$ cat src/rtl/button_event.sv
// button_event: turns the debounced button level into single-cycle event
// pulses (press, release, long-press, auto-repeat) plus a held level.
//
// Handshake: there is no valid/ready pair here. btn is a free-running
// level sampled on every rising clk edge. Each event output is a one-cycle
// pulse with no backpressure, and at most one event pulse is high in any cycle.
//
// "release" and "repeat" are reserved words in SystemVerilog, so those
// event outputs are named release_evt and repeat_evt.
module button_event #(
  parameter int unsigned clk_freq  = 50_000_000,
  parameter int unsigned long_ms   = 1000,
  parameter int unsigned repeat_ms = 200
) (
  input  logic       clk,
  input  logic       rst,
  input  logic       btn,
  output logic       press,
  output logic       release_evt,
  output logic       long_press,
  output logic       repeat_evt,
  output logic       held,
  output logic [1:0] state_dbg
);

  localparam int unsigned LONG_CYCLES = clk_freq / 1000 * long_ms;
  localparam int unsigned REP_CYCLES  = clk_freq / 1000 * repeat_ms;

  // A zero-length hold or repeat period is meaningless, so elaboration stops.
  generate
    if (LONG_CYCLES < 1) begin : g_bad_long
      $error("button_event: LONG_CYCLES must be >= 1");
    end
    if (REP_CYCLES < 1) begin : g_bad_rep
      $error("button_event: REP_CYCLES must be >= 1");
    end
  endgenerate

  // Terminal counts. cnt counts 0..LAST, so it never exceeds
  // max(LONG_CYCLES, REP_CYCLES)-1 and cannot wrap.
  localparam logic [31:0] LONG_LAST = 32'(LONG_CYCLES - 1);
  localparam logic [31:0] REP_LAST  = 32'(REP_CYCLES - 1);

  typedef enum logic [1:0] {
    IDLE    = 2'd0,
    PRESSED = 2'd1,
    LONG    = 2'd2
  } state_t;

  state_t      state, state_nxt;
  logic [31:0] cnt, cnt_nxt;
  logic        btn_q;
  logic        press_nxt, release_nxt, long_nxt, repeat_nxt;

  // Register the state, counter, previous btn and every output.
  // btn_q resets to 1, so a button still held across reset is not a press.
  always_ff @(posedge clk) begin
    if (rst) begin
      state       <= IDLE;
      cnt         <= '0;
      btn_q       <= 1'b1;
      press       <= 1'b0;
      release_evt <= 1'b0;
      long_press  <= 1'b0;
      repeat_evt  <= 1'b0;
      held        <= 1'b0;
    end else begin
      state       <= state_nxt;
      cnt         <= cnt_nxt;
      btn_q       <= btn;
      press       <= press_nxt;
      release_evt <= release_nxt;
      long_press  <= long_nxt;
      repeat_evt  <= repeat_nxt;
      held        <= (state_nxt != IDLE);
    end
  end

  // Next-state and event decode. Release is checked first in each active
  // state, so a drop on the threshold cycle yields only release.
  always_comb begin
    state_nxt   = state;
    cnt_nxt     = cnt;
    press_nxt   = 1'b0;
    release_nxt = 1'b0;
    long_nxt    = 1'b0;
    repeat_nxt  = 1'b0;
    case (state)
      IDLE: begin
        if (btn && !btn_q) begin
          state_nxt = PRESSED;
          cnt_nxt   = '0;
          press_nxt = 1'b1;
        end
      end
      PRESSED: begin
        if (!btn) begin
          state_nxt   = IDLE;
          cnt_nxt     = '0;
          release_nxt = 1'b1;
        end else if (cnt == LONG_LAST) begin
          state_nxt = LONG;
          cnt_nxt   = '0;
          long_nxt  = 1'b1;
        end else begin
          cnt_nxt = cnt + 32'd1;
        end
      end
      LONG: begin
        if (!btn) begin
          state_nxt   = IDLE;
          cnt_nxt     = '0;
          release_nxt = 1'b1;
        end else if (cnt == REP_LAST) begin
          cnt_nxt    = '0;
          repeat_nxt = 1'b1;
        end else begin
          cnt_nxt = cnt + 32'd1;
        end
      end
      default: begin
        state_nxt = IDLE;
        cnt_nxt   = '0;
      end
    endcase
  end

  assign state_dbg = state;

endmodule
$ cat config.mk
export PLATFORM = sky130hd
export DESIGN_NAME = button_event
export DESIGN_NICKNAME = d
export VERILOG_FILES = /design/src/rtl/button_event.sv
export SDC_FILE = /design/constraint.sdc
export NUM_CORES = 1
export LEC_CHECK = 0
export ABC_CLOCK_PERIOD_IN_PS = 4600
export CAP_MARGIN = 10
export CELL_PAD_IN_SITES_DETAIL_PLACEMENT = 1
export CELL_PAD_IN_SITES_GLOBAL_PLACEMENT = 1
export CORE_MARGIN = 3
export CORE_UTILIZATION = 51
export CTS_BUF_LIST = sky130_fd_sc_hd__clkbuf_4
export DETAILED_ROUTE_END_ITERATION = 8
export PLACE_DENSITY_LB_ADDON = 0.1
export SLEW_MARGIN = 0
export SYNTH_ARGS = -nofsm -noshare
export SYNTH_HDL_FRONTEND = slang
export SYNTH_SLANG_ARGS = --single-unit
$ cat constraint.sdc
create_clock -name clk -period 4.6 [get_ports clk]
set_input_delay 0.46 -clock clk [delete_from_list [all_inputs] [get_ports clk]]
set_output_delay 0.46 -clock clk [all_outputs]
set_load 0.02 [all_outputs]
**Word-level counts from Yosys, hierarchy flattened**

Cells that the tools add are included.

- Flip-flop bits (word level): 40
- Input bits: 3
- Output and inout port bits: 7
- Logic and storage cells: 43

- Add/sub/neg operators: 1
- Equal/unequal tests: 5
- Muxes and demuxes: 15
- Bitwise gates (word level): 5
- Reductions and logical operators: 9

Operator list:

| kind | number |
|---|---|
| $mux W32 | 5 |
| $pmux W32 S3 | 1 |
| $add A32 B1 Y32 const B | 1 |
| $eq A32 B24 Y1 const B | 1 |
| $eq A32 B26 Y1 const B | 1 |
| $mux W2 | 4 |
| $pmux W2 S3 | 1 |
| $reduce_or A2 Y1 | 3 |
| $reduce_or A3 Y1 | 2 |
| $not A1 Y1 | 5 |
| $mux W1 | 4 |
| $eq A2 B1 Y1 const B | 1 |
| $eq A2 B2 Y1 const B | 1 |
| $logic_not A2 Y1 | 1 |
| $ne A2 B2 Y1 const B | 1 |
| $reduce_bool A2 Y1 | 1 |
| $logic_and A1 B1 Y1 | 1 |
| $logic_not A1 Y1 | 1 |

**Longest topological paths before layout**

- Depth after elaboration: 5
- Gate-level depth with buffers: 9
- Gate-level depth less buffers: 8

**Least setup slack after synthesis**

Ideal clock, no wire load.

- Path kind: register to register
- From: register state[0], in the netlist state_dbg[0]
- To: register cnt[14]
- Setup time: 0.074 ns
- Data arrival time: 1.881 ns
- Required time: 4.526 ns
- Path slack: 2.645 ns
- Cell stages (with the launch flop): 10
- Buffers on the path: 2
- Period minus slack after synthesis: 1.955 ns
- Cells stage by stage: dfxtp_1 inv_1 ha_1 and2_1 clkbuf_1 nor2_1 o21ai_1 buf_2 or3_1 a31oi_1

- Longest elaborated chain between the ends: 2
- Elaborated cells on any way between the ends: 5
- Those cells by class: 3 x eq/ne; 1 x mux; 1 x reduce/logical

RTL lines:

| what | RTL line | source |
|---|---|---|
| start: declaration | 50 | `state_t state, state_nxt;` |
| start signal: assignment | 68 | `state <= state_nxt;` |
| $eq A2 B2 Y1, or another cell as far along | 88 | `case (state)` |
| $pmux W32 S3 / $ne A2 B2 Y1 (equally long branches) | -- |  |
| end signal: assignment | 69 | `cnt <= cnt_nxt;` |
| end: declaration | 51 | `logic [31:0] cnt, cnt_nxt;` |

Parallel ways exist; a longest one is shown, timed or not.
A chain may end at the register's enable or synchronous reset.

**Worst setup path in the final report**

- From: register cnt[28]
- To: register cnt[29]

- Longest elaborated chain between the ends: 4
- Elaborated cells on any way between the ends: 8
- Those cells by class: 1 x add/sub; 2 x eq/ne; 5 x mux

RTL lines:

| what | RTL line |
|---|---|
| $add A32 B1 Y32, or another cell as far along | 106, 118 |
| $mux W32 (on tied branches) | 114, 101 |
| $mux W32 (on tied branches) | 110, 97 |
| $pmux W32 S3 (*) | 88 |

Mark *: on every way between the ends. The rest lies on a longest branch, timed or not.

==> qor.yml <==
yosysMostFrequentCell: "nand2_1"
slowest_delay_ps: 520
cts_root_buf: "clkbuf_4"
cp_slowest_cell: "nor4_1"
fin_nets: 296
drv_slew: 0
die_h_um: 74.0
multi_input_area_um2: 1430
ys_ff_latch: 40
synthCells: 286
die_w_um: 74.0
cap_violations: 0
endpoint_kind: "register"
drive_gt1_share_pct: 9.00
critical_path_arrival_ps: 2740
dp_hpwl_mm: 4.71
synth_top_area_share_pct: 34.0
hp-class: "reg2reg"
worstSkewPairLatency_ps: 360
grtUsageTotal_pct: 27.1
fin_ws_ps: 2100
crit_chain: "nor4_1 > nand4_1 > o21ai_0 > a21oi_2 > buf_4 > a41oi_1 > o31ai_1"
die_area_um2: 5480
cp-endpoint: "cnt[29]$_SDFFE_PP0P_"
synth_area_leaders: "dfxtp_1, nand2_1, nand3_1, a31oi_1, and3_1"
seqCellArea_um2: 801
dp_slack_ps: 1860
area_growth_pct: 5.84
routedWlPerCell_um: 19.6
core_area_um2: 4410
synth_common_cells: "nand2_1, dfxtp_1, nand3_1, a31oi_1"
period_share_pct: 54.4
path_clk_slew_ps: 130
syn-num-nets: 294
max_slew_margin_pct: 43.7
regToRegSetupSlack_ps: 2100
grt_pass1_wl_mm: 11.5
worst_pin_slew_ps: 837
rr_startpoint: "cnt[28]$_SDFFE_PP0P_"
finalCriticalPeriod_ps: 2500
io_pins: 10
status: "completed"
power_uw: 567
avgViaCountPerCell: 6.56
gp_congestion: 0.796
hold_slack_ps: 497
floorplan.rows: 24
drc_errors: 0
drt-total-wl_mm: 6.70
rsz0062_at_grt: "false"
vias: 2236
htree_levels: 2
power.density_nw_per_um2: 227
diodes: 0
cts_tree: "built"
dr.pass1.iters: 4
drtAntennaViolNets: 0
syn-cell-area_um2: 2360
ys_warn_count: 0
r2r-end: "cnt[29]$_SDFFE_PP0P_"
fin_tns_setup_ps: 0
grt_pass1_vias: 2315
fill_cells: 554
drt_iter0_drc: 133
hold_buffers: 0
min-delay-start: "cnt[1]$_SDFFE_PP0P_"
synth_area_leader_cell: "dfxtp_1"
fin_skew_ps: 13.6
ff2ff_path_depth: 7
hold_violations: 0
synth_cell_type_count: 60
cts_setup_buffers: 0
synth_edf_count: 0
path_max_fanout: 22
grt_overflow: 0
start_util_pct: 53.4
start_kind: "register"
required_ps: 4830
numPortBuffers: 9
antenna_found_initial: 0
power.leakage_nw: 0.766
synth.avg_cell_area_um2: 8.25
ys_seq_area_share_pct: 34.0
cts_sinks: 40
dominantRegCellSynth: "dfxtp_1"
peakVddDrop_uv: 115
setup_viol: 0
fin_util_pct: 56.5
clock_path_buffers: 2
async_flop_share_pct: 0
clock.fmax_ghz: 0.400
grt_start_max_net_pins: 31
cts_buffers: 5
crit_type: "reg2reg"
cts.repair.resized: 0
startpoint: "cnt[28]$_SDFFE_PP0P_"
## worst min path at each step
| stage | end | slack [ps] | depth (start not counted) |
|---|---|---|---|
| final | cnt[1]$_SDFFE_PP0P_ | 500 | 2 |
| after floorplan | cnt[31]$_SDFFE_PP0P_ | 450 | 1 |
| after global placement | cnt[1]$_SDFFE_PP0P_ | 480 | 2 |
| after global routing | cnt[1]$_SDFFE_PP0P_ | 530 | 2 |
| after detailed placement | cnt[1]$_SDFFE_PP0P_ | 480 | 2 |
| after CTS | cnt[1]$_SDFFE_PP0P_ | 500 | 2 |
## layout make-up
type / count / area share, %
Clock inverter: 3 / 0.551
Multi-Input combinational cell: 220 / 57.4
Timing Repair Buffer: 12 / 4.51
Clock buffer: 5 / 1.50
Inverter: 9 / 1.35
Sequential cell: 40 / 32.1
Tap cell: 52 / 2.61
## through the flow
| step | cell area, um^2 | std cells |
|---|---|---|
| after floorplan | 2360 | 286 |
| after global placement | 2440 | 333 |
| after detailed placement | 2440 | 333 |
| after CTS | 2500 | 341 |
| after global routing | 2500 | 341 |
| final | 2500 | 341 |
## per-layer routing
layer	vias to the layer above	share of wire, %	global-route usage [%]
met5	-	0	0
met4	0	1.7	8.65
met3	12	3.7	3.65
met2	38	48	44.1
met1	1090	47	37.2
li1	1096	-	-
## worst max-delay path: cells and delay by family (launching register included)
family                 cells  cell delay (ps)
buffers and inverters      1              280
AOI/OAI and AO/OA          4              970
DFF                        1              390
and+or+nand+nor            2              720
## state kept, by name, indices dropped and copies added (netlist names)
| signal | count |
|---|---|
| cnt | 32 |
| long_press | 1 |
| btn_q | 1 |
| release_evt | 1 |
| state_dbg | 2 |
| held | 1 |
| press | 1 |
| repeat_evt | 1 |
## layout by cell type, fill, tap and decap left out, types with 4 or more instances in the layout
cell / count
dfxtp_1: 40
ha_1: 5
or3_1: 11
o31ai_1: 8
and3_1: 13
nand3_1: 27
nor4_1: 6
a31oi_1: 15
a41oi_1: 7
nand4_1: 8
clkdlybuf4s50_1: 9
nand2_1: 41
inv_1: 9
clkbuf_4: 5
nor2_1: 13
nor3b_1: 4
## where the power goes
group / switching, mW / leakage (nW) / internal (mW) / total (mW)
clock: 0.124 / 0.0324 / 0.0563 / 0.181
combinational: 0.0267 / 0.411 / 0.0102 / 0.0369
sequential: 0.00114 / 0.323 / 0.348 / 0.349
total: 0.152 / 0.766 / 0.415 / 0.567
## kinds of logic after synthesis
group	synth area share, %
and+or+nand+nor	38.6
buffers and inverters	5.46
adders and majority gates	2.65
muxes	0.424
DFF	34.0
AOI/OAI and AO/OA	18.9
No activity file was read; power rests on OpenSTA's default activity.
==> RTL edit (same flow settings) <==
Reset style: asynchronous (`rst`), changed in one clocked block.
--- a/src/rtl/button_event.sv
+++ b/src/rtl/button_event.sv
@@ -54,7 +54,7 @@
 
   // Register the state, counter, previous btn and every output.
   // btn_q resets to 1, so a button still held across reset is not a press.
-  always_ff @(posedge clk) begin
+  always_ff @(posedge clk or posedge rst) begin
     if (rst) begin
       state       <= IDLE;
       cnt         <= '0;
Function: differs if rst is asserted again (counterexample within 4 cycles, from zero or initial values and one cycle with rst high); with rst held inactive, the same outputs for 10 cycles.
==> RTL edit against the original RTL <==
Routed wire length fell by 9.6%. Synthesized area barely moved. Final area is 1.2% higher. Non-clock buffer count unchanged. Worst setup slack worse by 370 ps. Sequential cell count stayed put. Critical endpoint is now cnt[18].
Power is not compared: it rests on default switching activity, and its combinational part moved more than twofold at a synthesized area within 25%.
==> RTL edit: results (changes against the original RTL) <==
INFO  metric syn-num-nets = 272 (-7.5%)
INFO  metric critPathMaxFanout = 20 (-9.1%)
INFO  metric max_ffs_per_register = 32 (unchanged)
INFO  metric synth.lib_cells_used.distinct = 51 (-15%)
INFO  metric wl = 6050 µm (-9.6%)
INFO  metric sequential_share_of_the_synthesized_area = 0.425 (+0.0852)
INFO  metric postCtsSetupBuffers = 0 (unchanged)
INFO  metric cts_root_buffer = clkbuf_4
INFO  metric dp_hpwl = 4220 µm (-10%)
INFO  metric post_drt_via_cell_ratio = 6.49 (-0.99%)
INFO  metric synth_top_cells_by_count = 39 x dfrtp_1, 31 x nand2_1, 25 x nand3_1
INFO  metric final.setup_skew = 16.3 ps (+2.71 ps)
INFO  metric gp_congestion = 0.916 (+15%)
INFO  metric layout-drive-gt1-share = 0.0959 (+0.00598)
INFO  metric critical_path_arrival = 3120 ps (+380 ps)
INFO  metric drt_iter0_drc = 151 (+14%)
INFO  metric antenna_diodes = 0 (unchanged)
INFO  metric postCtsResizedCells = 0 (unchanged)
INFO  metric first_global_vias = 2,056 (-11%)
INFO  metric numPortBuffers = 9 (unchanged)
INFO  metric worst_relative_slew_slack = 0.463 (+0.0260)
INFO  metric static_leakage_power = 1.04 nW
INFO  metric grt_pass1_wl = 10,300 µm (-9.8%)
INFO  metric grt_start_max_net_pins = 41 (+32%)
INFO  metric finalNetCount = 278 (-6.1%)
INFO  metric post_synth_main_area_contributors = dfrtp_1 41%, nand3_1 5.3%, nand2_1 4.9%
INFO  metric hold_path.class = input pin to async pin
INFO  metric clkSlewWorstSetupHoldPaths = 120 ps
INFO  metric globalRouteTotalUtil = 0.245 (-0.0263)
INFO  metric instances_no_fill = 323 (-5.3%)
INFO  metric cell_internal_pwr = between 0.0005 and 0.0006 W
INFO  metric status = finished, final reports clean
INFO  metric ys_async_sr_fraction = 1.00 (+1.00)
INFO  metric postSynthAreaPerCell = 8.94 µm² (+8.4%)
==> RTL edit: cell count changes after synthesis, sizes merged, moves of 4 or more <==
cell,delta
dfrtp,+39
nand3,-4
o31ai,-6
dfxtp,-40
nand2,-10
nor3b,-4
nand2b,+4
o21ai,+6
a21oi,+14
a41oi,-4
==> RTL edit: per-stage QoR <==
| step | utilization | area, µm² | setup slack, ps | hold slack, ps |
|---|---|---|---|---|
| floorplan | - | 2360 | 2430 | 464 |
| global placement | 0.559 | 2470 | 1780 | 514 |
| detailed placement | 0.559 | 2470 | 1660 | 529 |
| CTS | 0.572 | 2520 | 1770 | 534 |
| global route | 0.572 | 2520 | 1510 | 557 |
| finish | 0.572 | 2520 | 1720 | 517 |
==> RTL edit: cells by family (layout without fill, tap and decap cells) <==
| logic type | count (synthesis) | in the layout | share of synthesized area |
|---|---|---|---|
| AO/OA/AOI/OAI | 64 | 64 | 0.180 |
| multiplexers | 2 | 2 | 0.00848 |
| flip-flops | 40 | 40 | 0.425 |
| adder cells (fa/ha/maj) | 5 | 5 | 0.0265 |
| AND/OR/NAND/NOR | 128 | 128 | 0.312 |
| buffers and inverters | 25 | 32 | 0.0482 |
==> RTL edit: layout make-up <==
type                       instances  area [µm²]
fill                             536        1890
multi-input combinational        199        1240
sequential                        40        1000
timing repair buffer              12         113
tap                               52        65.1
clock buffer                       7        52.6
inverter                          12        45.0
clock inverter                     1        3.75
==> RTL edit: critical path: stages, from the launching register on <==
cell and delay (ps):
dfrtp_1 460, nor4_1 430, nand4_1 310, o31ai_2 420
nand2_1 500, buf_4 370, a21oi_1 170, mux2i_1 100
==> RTL edit: path summary, 6_finish.rpt <==
kind,slack [ps],endpoint,start,cells past startpoint
max,1720,cnt[18],cnt[18],7
min,520,cnt[29],rst,3
max reg2reg,1720,cnt[18],cnt[18],7
min reg2reg,550,cnt[11],cnt[11],1
max in group asynchronous,3710,cnt[11],rst,3
min in group clk,550,cnt[11],cnt[11],1
==> RTL edit: power groups by stage <==
stage	registers [W]	logic (W)	clock network [W]
6_report	0.000384	0.000202	0.000184
5_1_grt	0.000388	0.000225	0.000206
3_5_place_dp	0.000392	0.000200	0
3_3_place_gp	0.000391	0.000196	0
4_1_cts	0.000385	0.000202	0.000190
2_1_floorplan	0.000402	0.000124	0
==> RTL edit: routing by layer <==
layer	up-vias	track usage	routed length, µm
met5	-	0	0
met4	0	0.0865	114
met3	12	0.0486	227
met2	47	0.394	2890
met1	1044	0.328	2820
li1	994	-	-
